`src/rtl/pwm_ctrl_pkg.sv`:
```
// Shared definitions for the PWM command decoder: FSM states, header layout, reset defaults.
// Used by pwm_cmd_ctrl and pwm_ch_regs (optional shadow build: PWM_CTRL_SHADOW_EN).
package pwm_ctrl_pkg;

  typedef enum logic [1:0] {
    IDLE    = 2'd0,
    LO      = 2'd1,
    HI      = 2'd2,
    DISCARD = 2'd3
  } state_e;

  localparam int CH_LSB   = 0;
  localparam int CH_W     = 4;
  localparam int SEL_BIT  = 4;
  localparam int WR_BIT   = 5;
  localparam int RSVD_MSB = 7;
  localparam int RSVD_LSB = 6;

  localparam logic [15:0] FREQ_RST_DEFAULT = 16'd400;
  localparam logic [15:0] DUTY_RST_DEFAULT = 16'd0;

  function automatic logic [15:0] pick_word(input logic sel, input logic [15:0] freq,
                                            input logic [15:0] duty);
    return sel ? duty : freq;
  endfunction

endpackage

```
`src/rtl/pwm_ch_regs.sv`:
```
// One PWM channel's freq/duty register pair with 16-bit atomic commit.
// With PWM_CTRL_SHADOW_EN defined, writes land in shadows copied to actives on period_start.
module pwm_ch_regs
  import pwm_ctrl_pkg::*;
#(
  parameter logic [15:0] FREQ_RST = FREQ_RST_DEFAULT,
  parameter logic [15:0] DUTY_RST = DUTY_RST_DEFAULT
) (
  input  logic        clk,
  input  logic        rst_n,
  input  logic        wr_en,
  input  logic        wr_sel,
  input  logic [15:0] wr_data,
  input  logic        period_start,
  output logic [15:0] freq_act,
  output logic [15:0] duty_act,
  output logic [15:0] freq_rd,
  output logic [15:0] duty_rd
);

  logic [15:0] freq_q, freq_d;
  logic [15:0] duty_q, duty_d;

`ifdef PWM_CTRL_SHADOW_EN
  logic [15:0] freq_sh_q, freq_sh_d;
  logic [15:0] duty_sh_q, duty_sh_d;

  // Actives load the pre-commit shadow, so a coinciding commit waits one period.
  always_comb begin
    freq_sh_d = freq_sh_q;
    duty_sh_d = duty_sh_q;
    if (wr_en) begin
      if (wr_sel) duty_sh_d = wr_data;
      else        freq_sh_d = wr_data;
    end
    freq_d = freq_q;
    duty_d = duty_q;
    if (period_start) begin
      freq_d = freq_sh_q;
      duty_d = duty_sh_q;
    end
  end

  always_ff @(posedge clk or negedge rst_n) begin
    if (!rst_n) begin
      freq_sh_q <= FREQ_RST;
      duty_sh_q <= DUTY_RST;
    end else begin
      freq_sh_q <= freq_sh_d;
      duty_sh_q <= duty_sh_d;
    end
  end

  assign freq_rd = freq_sh_q;
  assign duty_rd = duty_sh_q;
`else
  logic unused_period_start;
  assign unused_period_start = period_start;

  always_comb begin
    freq_d = freq_q;
    duty_d = duty_q;
    if (wr_en) begin
      if (wr_sel) duty_d = wr_data;
      else        freq_d = wr_data;
    end
  end

  assign freq_rd = freq_q;
  assign duty_rd = duty_q;
`endif

  always_ff @(posedge clk or negedge rst_n) begin
    if (!rst_n) begin
      freq_q <= FREQ_RST;
      duty_q <= DUTY_RST;
    end else begin
      freq_q <= freq_d;
      duty_q <= duty_d;
    end
  end

  assign freq_act = freq_q;
  assign duty_act = duty_q;

endmodule

```
`src/rtl/pwm_cmd_ctrl.sv`:
```
// SPI command decoder and register bank for NUM_CH PWM channels, burst read/write with wrap.
// Define PWM_CTRL_SHADOW_EN to double-buffer registers and update on period boundaries.
module pwm_cmd_ctrl
  import pwm_ctrl_pkg::*;
#(
  parameter int          NUM_CH   = 4,
  parameter logic [15:0] FREQ_RST = FREQ_RST_DEFAULT,
  parameter logic [15:0] DUTY_RST = DUTY_RST_DEFAULT
) (
  input  logic                   clk,
  input  logic                   rst_n,
  input  logic                   ss,
  input  logic                   rx_byte_available,
  input  logic [7:0]             rx_byte,
  output logic [7:0]             tx_byte,
  output logic [16*NUM_CH-1:0]   freq_bus,
  output logic [16*NUM_CH-1:0]   duty_bus,
  input  logic [NUM_CH-1:0]      period_start,
  output logic                   cmd_err
);

  localparam logic [4:0]      NUM_CH_V = 5'(NUM_CH);
  localparam logic [CH_W-1:0] LAST_CH  = CH_W'(NUM_CH - 1);

  state_e            state_q, state_d;
  logic [CH_W-1:0]   ch_q, ch_d, ch_nxt, rd_ch, hdr_ch;
  logic              sel_q, sel_d, wr_q, wr_d, rd_sel;
  logic [7:0]        lo_buf_q, lo_buf_d;
  logic [7:0]        tx_q, tx_d;
  logic              cmd_err_q, cmd_err_d;
  logic              rxa_prev_q;
  logic              byte_ev, hdr_ok;
  logic [15:0]       rd_word, wr_data;
  logic [NUM_CH-1:0] wr_en;
  logic [15:0]       freq_rd [NUM_CH];
  logic [15:0]       duty_rd [NUM_CH];

  assign byte_ev = rx_byte_available & ~rxa_prev_q;
  assign hdr_ch  = rx_byte[CH_LSB +: CH_W];
  assign hdr_ok  = (rx_byte[RSVD_MSB:RSVD_LSB] == 2'b00) && ({1'b0, hdr_ch} < NUM_CH_V);
  assign ch_nxt  = (ch_q == LAST_CH) ? '0 : ch_q + 1'b1;
  assign wr_data = {rx_byte, lo_buf_q};

  // Readback source depends on which byte the next event will request.
  always_comb begin
    rd_ch  = ch_q;
    rd_sel = sel_q;
    case (state_q)
      IDLE: begin
        rd_ch  = hdr_ch;
        rd_sel = rx_byte[SEL_BIT];
      end
      HI:      rd_ch = ch_nxt;
      default: ;
    endcase
    rd_word = '0;
    for (int k = 0; k < NUM_CH; k++) begin
      if (rd_ch == CH_W'(k)) rd_word = pick_word(rd_sel, freq_rd[k], duty_rd[k]);
    end
  end

  always_comb begin
    state_d   = state_q;
    ch_d      = ch_q;
    sel_d     = sel_q;
    wr_d      = wr_q;
    lo_buf_d  = lo_buf_q;
    tx_d      = tx_q;
    cmd_err_d = 1'b0;
    wr_en     = '0;
    if (ss) begin
      state_d = IDLE;
    end else if (byte_ev) begin
      case (state_q)
        IDLE: begin
          if (hdr_ok) begin
            ch_d    = hdr_ch;
            sel_d   = rx_byte[SEL_BIT];
            wr_d    = rx_byte[WR_BIT];
            state_d = LO;
            if (!rx_byte[WR_BIT]) tx_d = rd_word[7:0];
          end else begin
            cmd_err_d = 1'b1;
            state_d   = DISCARD;
          end
        end
        LO: begin
          if (wr_q) lo_buf_d = rx_byte;
          else      tx_d     = rd_word[15:8];
          state_d = HI;
        end
        HI: begin
          for (int k = 0; k < NUM_CH; k++) begin
            wr_en[k] = wr_q && (ch_q == CH_W'(k));
          end
          if (!wr_q) tx_d = rd_word[7:0];
          ch_d    = ch_nxt;
          state_d = LO;
        end
        default: ;
      endcase
    end
  end

  always_ff @(posedge clk or negedge rst_n) begin
    if (!rst_n) begin
      state_q    <= IDLE;
      ch_q       <= '0;
      sel_q      <= 1'b0;
      wr_q       <= 1'b0;
      lo_buf_q   <= '0;
      tx_q       <= '0;
      cmd_err_q  <= 1'b0;
      rxa_prev_q <= 1'b0;
    end else begin
      state_q    <= state_d;
      ch_q       <= ch_d;
      sel_q      <= sel_d;
      wr_q       <= wr_d;
      lo_buf_q   <= lo_buf_d;
      tx_q       <= tx_d;
      cmd_err_q  <= cmd_err_d;
      rxa_prev_q <= rx_byte_available;
    end
  end

  assign tx_byte = tx_q;
  assign cmd_err = cmd_err_q;

  for (genvar k = 0; k < NUM_CH; k++) begin : g_ch
    pwm_ch_regs #(
      .FREQ_RST (FREQ_RST),
      .DUTY_RST (DUTY_RST)
    ) u_regs (
      .clk          (clk),
      .rst_n        (rst_n),
      .wr_en        (wr_en[k]),
      .wr_sel       (sel_q),
      .wr_data      (wr_data),
      .period_start (period_start[k]),
      .freq_act     (freq_bus[16*k +: 16]),
      .duty_act     (duty_bus[16*k +: 16]),
      .freq_rd      (freq_rd[k]),
      .duty_rd      (duty_rd[k])
    );
  end

endmodule

```
`config.mk`:
```
export PLATFORM = sky130hd
export DESIGN_NAME = pwm_cmd_ctrl
export DESIGN_NICKNAME = d
export VERILOG_FILES = /design/src/rtl/pwm_ctrl_pkg.sv /design/src/rtl/pwm_ch_regs.sv /design/src/rtl/pwm_cmd_ctrl.sv
export SDC_FILE = /design/constraint.sdc
export NUM_CORES = 1
export LEC_CHECK = 0
export ABC_CLOCK_PERIOD_IN_PS = 6700
export CORE_ASPECT_RATIO = 1.2
export CORE_MARGIN = 2
export CORE_UTILIZATION = 45
export CTS_CLUSTER_SIZE = 28
export DETAILED_ROUTE_END_ITERATION = 16
export GPL_ROUTABILITY_DRIVEN = 0
export PLACE_DENSITY = 0.72
export SLEW_MARGIN = 10
export SYNTH_ARGS = -nofsm -noshare
export SYNTH_HDL_FRONTEND = slang
export SYNTH_SLANG_ARGS = --single-unit
```
`constraint.sdc`:
```
create_clock -name clk -period 6.7 [get_ports clk]
set_clock_uncertainty 0.2 [all_clocks]
set_input_delay 1.675 -clock clk [delete_from_list [all_inputs] [get_ports clk]]
set_output_delay 1.675 -clock clk [all_outputs]
set_load 0.05 [all_outputs]
```
# --- Word level (Yosys, flattened, before mapping) ---
# Index checks and enable logic that the tools add are counted.
op_classes:
  n_addsub: 1
  order_cmp: 1
  eq_ne: 12
  n_mux: 29
  bitwise: 4
  reduce_logical: 26
op_table:
  columns: ["cell", "n"]
  rows:
  - ["2-to-1 mux 16 bit", 8]
  - ["2-to-1 mux 8 bit", 4]
  - ["case mux 8 bit (3 select lines)", 1]
  - ["2-to-1 mux 4 bit", 5]
  - ["AND reduction 2 bit", 9]
  - ["== test 4 x 2 -> 1 bit (second input constant)", 4]
  - ["case mux 4 bit (2 select lines)", 2]
  - ["AND reduction 4 bit", 3]
  - ["== test 4 x 1 -> 1 bit (second input constant)", 2]
  - ["logical NOT 4 bit", 2]
  - ["inequality test 2 bit (second input constant)", 4]
  - ["AND reduction 7 bit", 1]
  - ["2-to-1 mux 2 bit", 3]
  - ["case mux 2 bit (3 select lines)", 1]
  - ["logical AND 1 bit", 5]
  - ["2-to-1 mux 1 bit", 5]
  - ["adder 4 x 1 -> 4 bit (second input constant)", 1]
  - ["logical NOT 2 bit", 2]
  - ["< comparator 4 x 3 -> 1 bit (second input constant)", 1]
  - ["nonzero test 2 bit", 2]
  - ["nonzero test 4 bit", 1]
  - ["inverter 1 bit", 3]
  - ["nonzero test 3 bit", 1]
  - ["== test 2 x 1 -> 1 bit (second input constant)", 1]
  - ["2 further kinds", 2]
totals:
  register_bits: 154
  in_bits: 16
  output_inout_bits: 137
  word_cells: 89

# --- Depth between registers and ports, before layout ---
# Gate-level depths: netlist of the first run.
logic_depth:
  depth_word: 11
  depth_mapped: 12
  ltp_nobuf: 8

# --- Cells and area by module ---
# Synthesis of the first run repeated with hierarchy kept, for this count alone.
hier_totals:
  hier_cells: 670
  hier_area_um2: 8520.7
modules_own_cells:
  columns: ["mod", "n_inst", "cells_each", "area_per_inst_um2", "seq_area_each_um2"]
  rows:
  - ["pwm_ch_regs", 4, 101, 1496.4, 804.5]
  - ["pwm_cmd_ctrl", 1, 266, 2534.9, 650.6]

# --- Worst setup path before layout of the first run ---
# OpenSTA, ideal clock, no wires.
synth_path:
  path_kind: "input port to flip-flop"
  from: "in rx_byte[3]"
  to: "reg tx_q[0], in the netlist tx_byte[0]"
  setup_time_ps: 120
  arrival_ps: 3479
  t_required_ps: 6380
  slack_ps: 2901
  path_stages: 9
  n_path_buf: 3
  path_cell_list: "clkbuf_1 > or4_1 > o21ai_0 > and4b_1 > buf_2 > and2_1 > clkbuf_1 > o221ai_1 > o211a_1"
synth_via:
  elab_chain_len: 9
  elab_cells_between_ends: 18
  cone_classes: "1 x order compare; 4 x eq/ne; 10 x mux; 3 x reduce/logical"
synth_rtl:
  columns: ["item", "line_no", "text"]
  rows:
  - ["start: declaration", "pwm_cmd_ctrl.sv:14", "input logic [7:0] rx_byte,"]
  - ["case mux 4 bit (2 select lines)", "pwm_cmd_ctrl.sv:48", "case (state_q)"]
  - ["logical NOT 4 bit", "pwm_cmd_ctrl.sv:58", "if (rd_ch == CH_W'(k)) rd_word = pick_word(rd_sel, freq_rd[k], duty_rd[k]);"]
  - ["2-to-1 mux 16 bit (4 in series)", "pwm_cmd_ctrl.sv:58", null]
  - ["2-to-1 mux 8 bit", "pwm_cmd_ctrl.sv:81", "if (!rx_byte[WR_BIT]) tx_d = rd_word[7:0];"]
  - ["2-to-1 mux 8 bit", "pwm_cmd_ctrl.sv:76", "if (hdr_ok) begin"]
  - ["case mux 8 bit (3 select lines)", "pwm_cmd_ctrl.sv:74", "case (state_q)"]
  - ["end signal: assignment", "pwm_cmd_ctrl.sv:121", "tx_q <= tx_d;"]
  - ["end: declaration", "pwm_cmd_ctrl.sv:29", "logic [7:0] tx_q, tx_d;"]
# Parallel ways exist; a longest one is shown, timed or not. The select of a mux whose other input is x is not followed.
# A chain may end at the register's enable or synchronous reset.

# --- Worst setup path after layout of the first run ---
layout_path:
  from: "in rx_byte[3]"
  to: "reg tx_q[6], in the netlist tx_byte[6]"
# Same word-level chain as after synthesis.

==> results of run 1 <==
==> state kept, by name, indices dropped and copies added, names as in the netlist <==
signal and flops:
tx_byte 8, ch_q 4, lo_buf_q 8, cmd_err 1, wr_q 1, g_ch.u_regs.duty_act 64, sel_q 1, g_ch.u_regs.freq_act 64
state_q 2, rxa_prev_q 1
==> power by group through the flow <==
stage / clock network (W) / registers [W] / logic [W]
after detailed placement: 0 / 0.00103 / 0.000420
after global routing: 0.000997 / 0.00102 / 0.000448
after floorplan: 0 / 0.00111 / 0.000183
final: 0.000944 / 0.00101 / 0.000420
after global placement: 0 / 0.00103 / 0.000411
after CTS: 0.000959 / 0.00101 / 0.000422
==> layer usage <==
| metal | routed length [microns] | vias to the layer above |
|---|---|---|
| li1 | - | 2344 |
| met1 | 8230 | 2702 |
| met2 | 10200 | 169 |
| met3 | 1020 | 30 |
| met4 | 399 | 0 |
| met5 | 0 | - |
==> final cells by class <==
type	count	area, sq um
clock buffers	23	488
clock inverters	8	92.6
inverters	6	22.5
multi-input cells	362	3250
repair buffers	156	1540
flip-flops and latches	154	3870
well taps	212	265
fillers	1314	6550
==> worst register-to-register path, delay by kind of cell (launching register included) <==
kind	cells	cell delay, ps
buffers and inverters	1	110
AOI/OAI and AO/OA	3	750
adders and majority gates	1	510
and+or+nand+nor	3	1800
DFF	1	420
==> worst max-delay path by stage <==
stage                from         end  depth (start not counted)
3_5_place_dp   rx_byte[3]  tx_byte[6]                          7
4_1_cts        rx_byte[3]  tx_byte[6]                          7
6_report       rx_byte[3]  tx_byte[6]                          7
5_1_grt        rx_byte[2]  tx_byte[6]                          7
3_3_place_gp   rx_byte[3]  tx_byte[6]                          7
2_1_floorplan  rx_byte[3]  tx_byte[0]                          9
==> Yosys cell counts (2+ instances only) <==
cell / n
mux2_2: 140
buf_2: 10
nor2b_1: 4
nor2_1: 6
nand3b_1: 3
o221ai_1: 15
a211oi_1: 2
and2_1: 3
mux2i_1: 66
inv_1: 6
o21ai_0: 6
o211a_1: 8
clkbuf_1: 30
ha_1: 8
nand2_1: 37
dfrtp_1: 142
a31oi_1: 15
or4_1: 2
dfstp_2: 12
nor3b_1: 3
a21oi_1: 6
nand3_1: 6
nor3_1: 14
==> cells by family after synthesis <==
kind of cell    Yosys count  synth area share, %
mux                     207                 30.8
buf+inv                  49                 2.84
simple gates             87                 5.96
fa+ha+maj                 8                 1.37
compound gates           60                 6.11
flops                   154                 52.9
==> stage by stage <==
step / hold slack [ps] / util, % / worst slack, ps / std cells
6_report: 322 / 59.3 / 1810 / 921
5_1_grt: 340 / 59.3 / 1730 / 921
4_1_cts: 332 / 59.3 / 1880 / 921
3_5_place_dp: 320 / 55.7 / 1430 / 890
3_3_place_gp: 312 / 55.7 / 1500 / 890
2_1_floorplan: 308 / - / 2900 / 565
==> cell usage in the layout, fill, tap and decap left out, drive strengths merged, types with 7 or more instances in the layout <==
master / instances
buf: 9
mux2: 141
mux2i: 66
o21ai: 7
ha: 8
o211a: 8
dfstp: 12
o221ai: 15
nor3: 14
clkbuf: 23
a31oi: 15
clkdlybuf4s50: 147
dfrtp: 142
nand2: 38
==> results.json, run 1 <==
{
  "status": "completed",
  "relSlewSlack_pct": 13.7,
  "antenna_found_initial": 0,
  "total_power_w": 0.00238,
  "drt_iter0_markers": 355,
  "sw_frac_of_total_pct": 28.7,
  "portBuffers": 148,
  "cts_sinks": 154,
  "die_h_microns": 144,
  "cts_tree": "done",
  "place_area_sq_um": 8950,
  "syn_inst": 565,
  "p_per_area_nw_per_um2": 249,
  "use_met2_pct": 42.0,
  "nets": 721,
  "grt_use_met1_pct": 30.4,
  "numCtsBuffers": 17,
  "internal-power_w": 0.00169,
  "clock_latency_ps": 420,
  "dp_hpwl_microns": 13400,
  "syn2layout_area_growth_pct": 30.5,
  "wl_per_cell_microns": 21.6,
  "syn-cell-area_sq_um": 7310,
  "drive_above_1_share_pct": 27.4,
  "drv_slew": 0,
  "leakagePower_nw": 4.57,
  "overflow": 0,
  "grt_pass1_vias": 5479,
  "r2r-start": "state_q[0]",
  "hold_class": "reg2reg",
  "grt_max_degree": 93,
  "min_to": "tx_byte[6]",
  "coreArea_sq_um": 16100,
  "reg2reg_depth": 8,
  "cp.arrival_ps": 5000,
  "synth_largest_area_cell": "dfrtp_1",
  "worstMarginPinSlew_ps": 1290,
  "firstDrtPassIters": 4,
  "use_met3_pct": 3.93,
  "cts_setup_buffers": 0,
  "die_area_sq_um": 17300,
  "cap_violations": 0,
  "path_clk_slew_ps": 60,
  "fin_setup_tns_ps": 0,
  "crit_chain": "clkdlybuf4s50_1 > o21ai_0 > o21ai_1 > or4_1 > or3_1 > o211a_1 > o32a_1",
  "synth_top_area_share_pct": 48.6,
  "fin_crit_sh_pct": 73.0,
  "crit_path_max_incr_delay_ps": 790,
  "worst-path-max-fanout": 18,
  "min_from": "tx_byte[6]",
  "reg2reg_to": "tx_byte[6]",
  "die_x_microns": 120,
  "busiest_layer": "met2",
  "peakVddDrop_mv": 0.153,
  "p_clk_share_pct": 39.7,
  "synth.avg_cell_area_sq_um": 12.9,
  "synth_nets": 589,
  "slowest_stage": "or4_1",
  "reg2reg_slack_ps": 2810,
  "finalHoldViolations": 0,
  "max_freq_mhz": 204,
  "seq_power_share_pct": 42.6,
  "setup_viol": 0,
  "antenna_left": 0,
  "row_count": 51,
  "yosys_warnings": 0,
  "clock_path_buffers": 2,
  "diodes": 0,
  "synth_seq_cells": 154,
  "min_path_cells": 1,
  "critPathLaunchType": "input port",
  "rsz0062_at_grt": "false",
  "drcViolationCount": 0,
  "power_frac_comb_pct": 17.7,
  "grt_pass1_wl_microns": 31000,
  "synth_top_flop_cell": "dfrtp_1",
  "post-route-min-period_ps": 4890,
  "cp_top_family": "simple AND/OR/NAND/NOR gates",
  "vias_per_cell": 5.69,
  "wl_microns": 19900,
  "yosysUniqueCellTypes": 44,
  "floorplan.initialDensity_pct": 45.4,
  "critPathBufInv": 1,
  "final_cell_area_sq_um": 9530,
  "synth-seq-area-share_pct": 52.9,
  "synth.area.top_cells": "dfrtp_1 49%, mux2_2 22%, mux2i_1 9.0%",
  "grt.total_usage_pct": 24.0,
  "ioPinCount": 153,
  "endpoint_kind": "flip-flop",
  "clockRootBuffer": "clkbuf_16",
  "async_flop_share_pct": 100,
  "vias": 5245,
  "hold_buffers": 0,
  "htree_levels": 4,
  "worstSetupPathType": "in2reg",
  "critPathRequiredTime_ps": 6810,
  "synth_edf_count": 0,
  "p_sw_w": 0.000683,
  "cts_resized": 0
}
No activity file was read; power rests on OpenSTA's default activity.
==> inputs of run 2 (changes only) <==
--- a/config.mk
+++ b/config.mk
@@ -5,14 +5,14 @@
 export SDC_FILE = /design/constraint.sdc
 export NUM_CORES = 1
 export LEC_CHECK = 0
-export ABC_CLOCK_PERIOD_IN_PS = 6700
+export ABC_CLOCK_PERIOD_IN_PS = 4400
 export CORE_ASPECT_RATIO = 1.2
 export CORE_MARGIN = 2
 export CORE_UTILIZATION = 45
 export CTS_CLUSTER_SIZE = 28
 export DETAILED_ROUTE_END_ITERATION = 16
 export GPL_ROUTABILITY_DRIVEN = 0
-export PLACE_DENSITY = 0.72
+export PLACE_DENSITY = 0.75
 export SLEW_MARGIN = 10
 export SYNTH_ARGS = -nofsm -noshare
 export SYNTH_HDL_FRONTEND = slang
==> constraint.sdc (replaced) <==
create_clock -name clk -period 4.4 [get_ports clk]
set_clock_uncertainty 0.2 [all_clocks]
set_input_delay 1.1 -clock clk [delete_from_list [all_inputs] [get_ports clk]]
set_output_delay 1.1 -clock clk [all_outputs]
set_load 0.05 [all_outputs]
==> results.json, run 2 (synthesis gave the netlist of run 1 again) <==
{
  "ioPinCount": 153,
  "numCtsBuffers": 17,
  "final_cell_mix": "147 x clkdlybuf4s50_1, 142 x dfrtp_1, 140 x mux2_2",
  "worstSetupPathType": "in2reg",
  "relSlewSlack_pct": 55.0,
  "rsz0062_at_grt": "false",
  "layout.cells.most_common": "clkdlybuf4s50_1",
  "dp_slack_ps": 411,
  "finalHoldViolations": 0,
  "worstMarginPinSlew_ps": 676,
  "critPathRequiredTime_ps": 4510,
  "reg2reg_to": "tx_byte[0]",
  "reg2reg_depth": 9,
  "wl_microns": 20400,
  "row_count": 51,
  "r2r-start": "state_q[0]",
  "status": "completed",
  "die_x_microns": 120,
  "firstDrtPassIters": 5,
  "htree_levels": 4,
  "grt_pass1_wl_microns": 31700,
  "fin_setup_tns_ps": 0,
  "dp_cells": 913,
  "drive_above_1_share_pct": 29.6,
  "cp.arrival_ps": 3700,
  "cts_setup_buffers": 0,
  "antenna_found_initial": 0,
  "clock_latency_ps": 420,
  "path_clk_slew_ps": 60,
  "drt_iter0_markers": 456,
  "die_area_sq_um": 17300,
  "cp-endpoint": "tx_byte[0]",
  "portBuffers": 148,
  "hold_class": "reg2reg",
  "antenna_left": 0,
  "overflow": 0,
  "cap_violations": 0,
  "floorplan.initialDensity_pct": 45.4,
  "grt_pass1_vias": 5607,
  "cts_sinks": 154,
  "endpoint_kind": "flip-flop",
  "leakagePower_nw": 4.70,
  "setup_viol": 0,
  "post-route-min-period_ps": 3580,
  "dp_hpwl_microns": 14600,
  "diodes": 0,
  "fin_cells": 945,
  "wl_per_cell_microns": 21.6,
  "finalWorstSetupSlack_ps": 815,
  "cts_resized": 0,
  "vias_per_cell": 5.72,
  "fin_crit_sh_pct": 81.5,
  "coreArea_sq_um": 16100,
  "max_freq_mhz": 279,
  "reg2reg_slack_ps": 1230,
  "crit_start": "rx_byte[3]",
  "vias": 5406,
  "drv_slew": 0,
  "holdWs_ps": 328,
  "worst-path-max-fanout": 11,
  "critPathLaunchType": "input port",
  "die_h_microns": 144,
  "nets": 744,
  "hold_buffers": 0,
  "postLayoutCoreUtil_pct": 60.7,
  "clockRootBuffer": "clkbuf_16",
  "syn2layout_area_growth_pct": 33.7,
  "peakVddDrop_mv": 0.261,
  "grt.total_usage_pct": 24.3,
  "drcViolationCount": 0,
  "clock_path_buffers": 2,
  "grt_max_degree": 82,
  "cts_tree": "done",
  "p_per_area_nw_per_um2": 380
}
## run 2: changes by cell type in the layout (fill, tap and decap cells not counted)
cell,change
buf_4,+21
buf_12,+2
clkinv_2,-2
bufinv_16,+1
clkbuf_1,+1
clkbuf_8,+1
## run 2: worst max-delay path, stage by stage
cell             delay (ps)
clkdlybuf4s50_1         690
or4_1                   700
o21ai_0                 170
and4b_1                 290
and2_1                  330
o221ai_1                230
o211a_1                 170
## run 2: cell type report
cell class | instances | area, sq um
Clock inverter | 7 | 113
Tap cell | 212 | 265
Multi-Input combinational cell | 362 | 3250
Timing Repair Buffer | 179 | 1740
Clock buffer | 25 | 505
Sequential cell | 154 | 3870
Inverter | 6 | 22.5
Fill cell | 1296 | 6310
## run 2: through the flow
stage / cell area [sq um] / power, W
after floorplan: 7310 / 0.00196
after global routing: 9770 / 0.00384
after CTS: 9770 / 0.00373
after detailed placement: 9150 / 0.00222
after global placement: 9150 / 0.00220
final: 9770 / 0.00371
## run 2: report_power, final
part | leakage (nW) | switching, W | internal (W) | total [W]
logic | 2.31 | 0.000423 | 0.000232 | 0.000655
registers | 2.08 | 0.0000684 | 0.00148 | 0.00154
clock network | 0.303 | 0.000548 | 0.000965 | 0.00151
## run 2: metal layers
layer / GRT usage [%] / part of all wire, % / wire, microns
met5: 0 / 0 / 0
met4: 9.73 / 2.5 / 501
met3: 4.80 / 5.1 / 1040
met2: 41.5 / 51 / 10500
met1: 30.4 / 41 / 8370
## run 2: worst min path at each step
| stage | from | end | slack [ps] | cells past startpoint |
|---|---|---|---|---|
| 6_report | g_ch[0].u_regs.duty_act[13] | g_ch[0].u_regs.duty_act[13] | 330 | 1 |
| 5_1_grt | g_ch[3].u_regs.freq_act[12] | g_ch[3].u_regs.freq_act[12] | 360 | 1 |
| 4_1_cts | g_ch[0].u_regs.duty_act[13] | g_ch[0].u_regs.duty_act[13] | 330 | 1 |
| 3_5_place_dp | g_ch[0].u_regs.duty_act[13] | g_ch[0].u_regs.duty_act[13] | 320 | 1 |
| 3_3_place_gp | g_ch[1].u_regs.freq_act[3] | g_ch[1].u_regs.freq_act[3] | 310 | 1 |
| 2_1_floorplan | ch_q[3] | ch_q[3] | 310 | 2 |
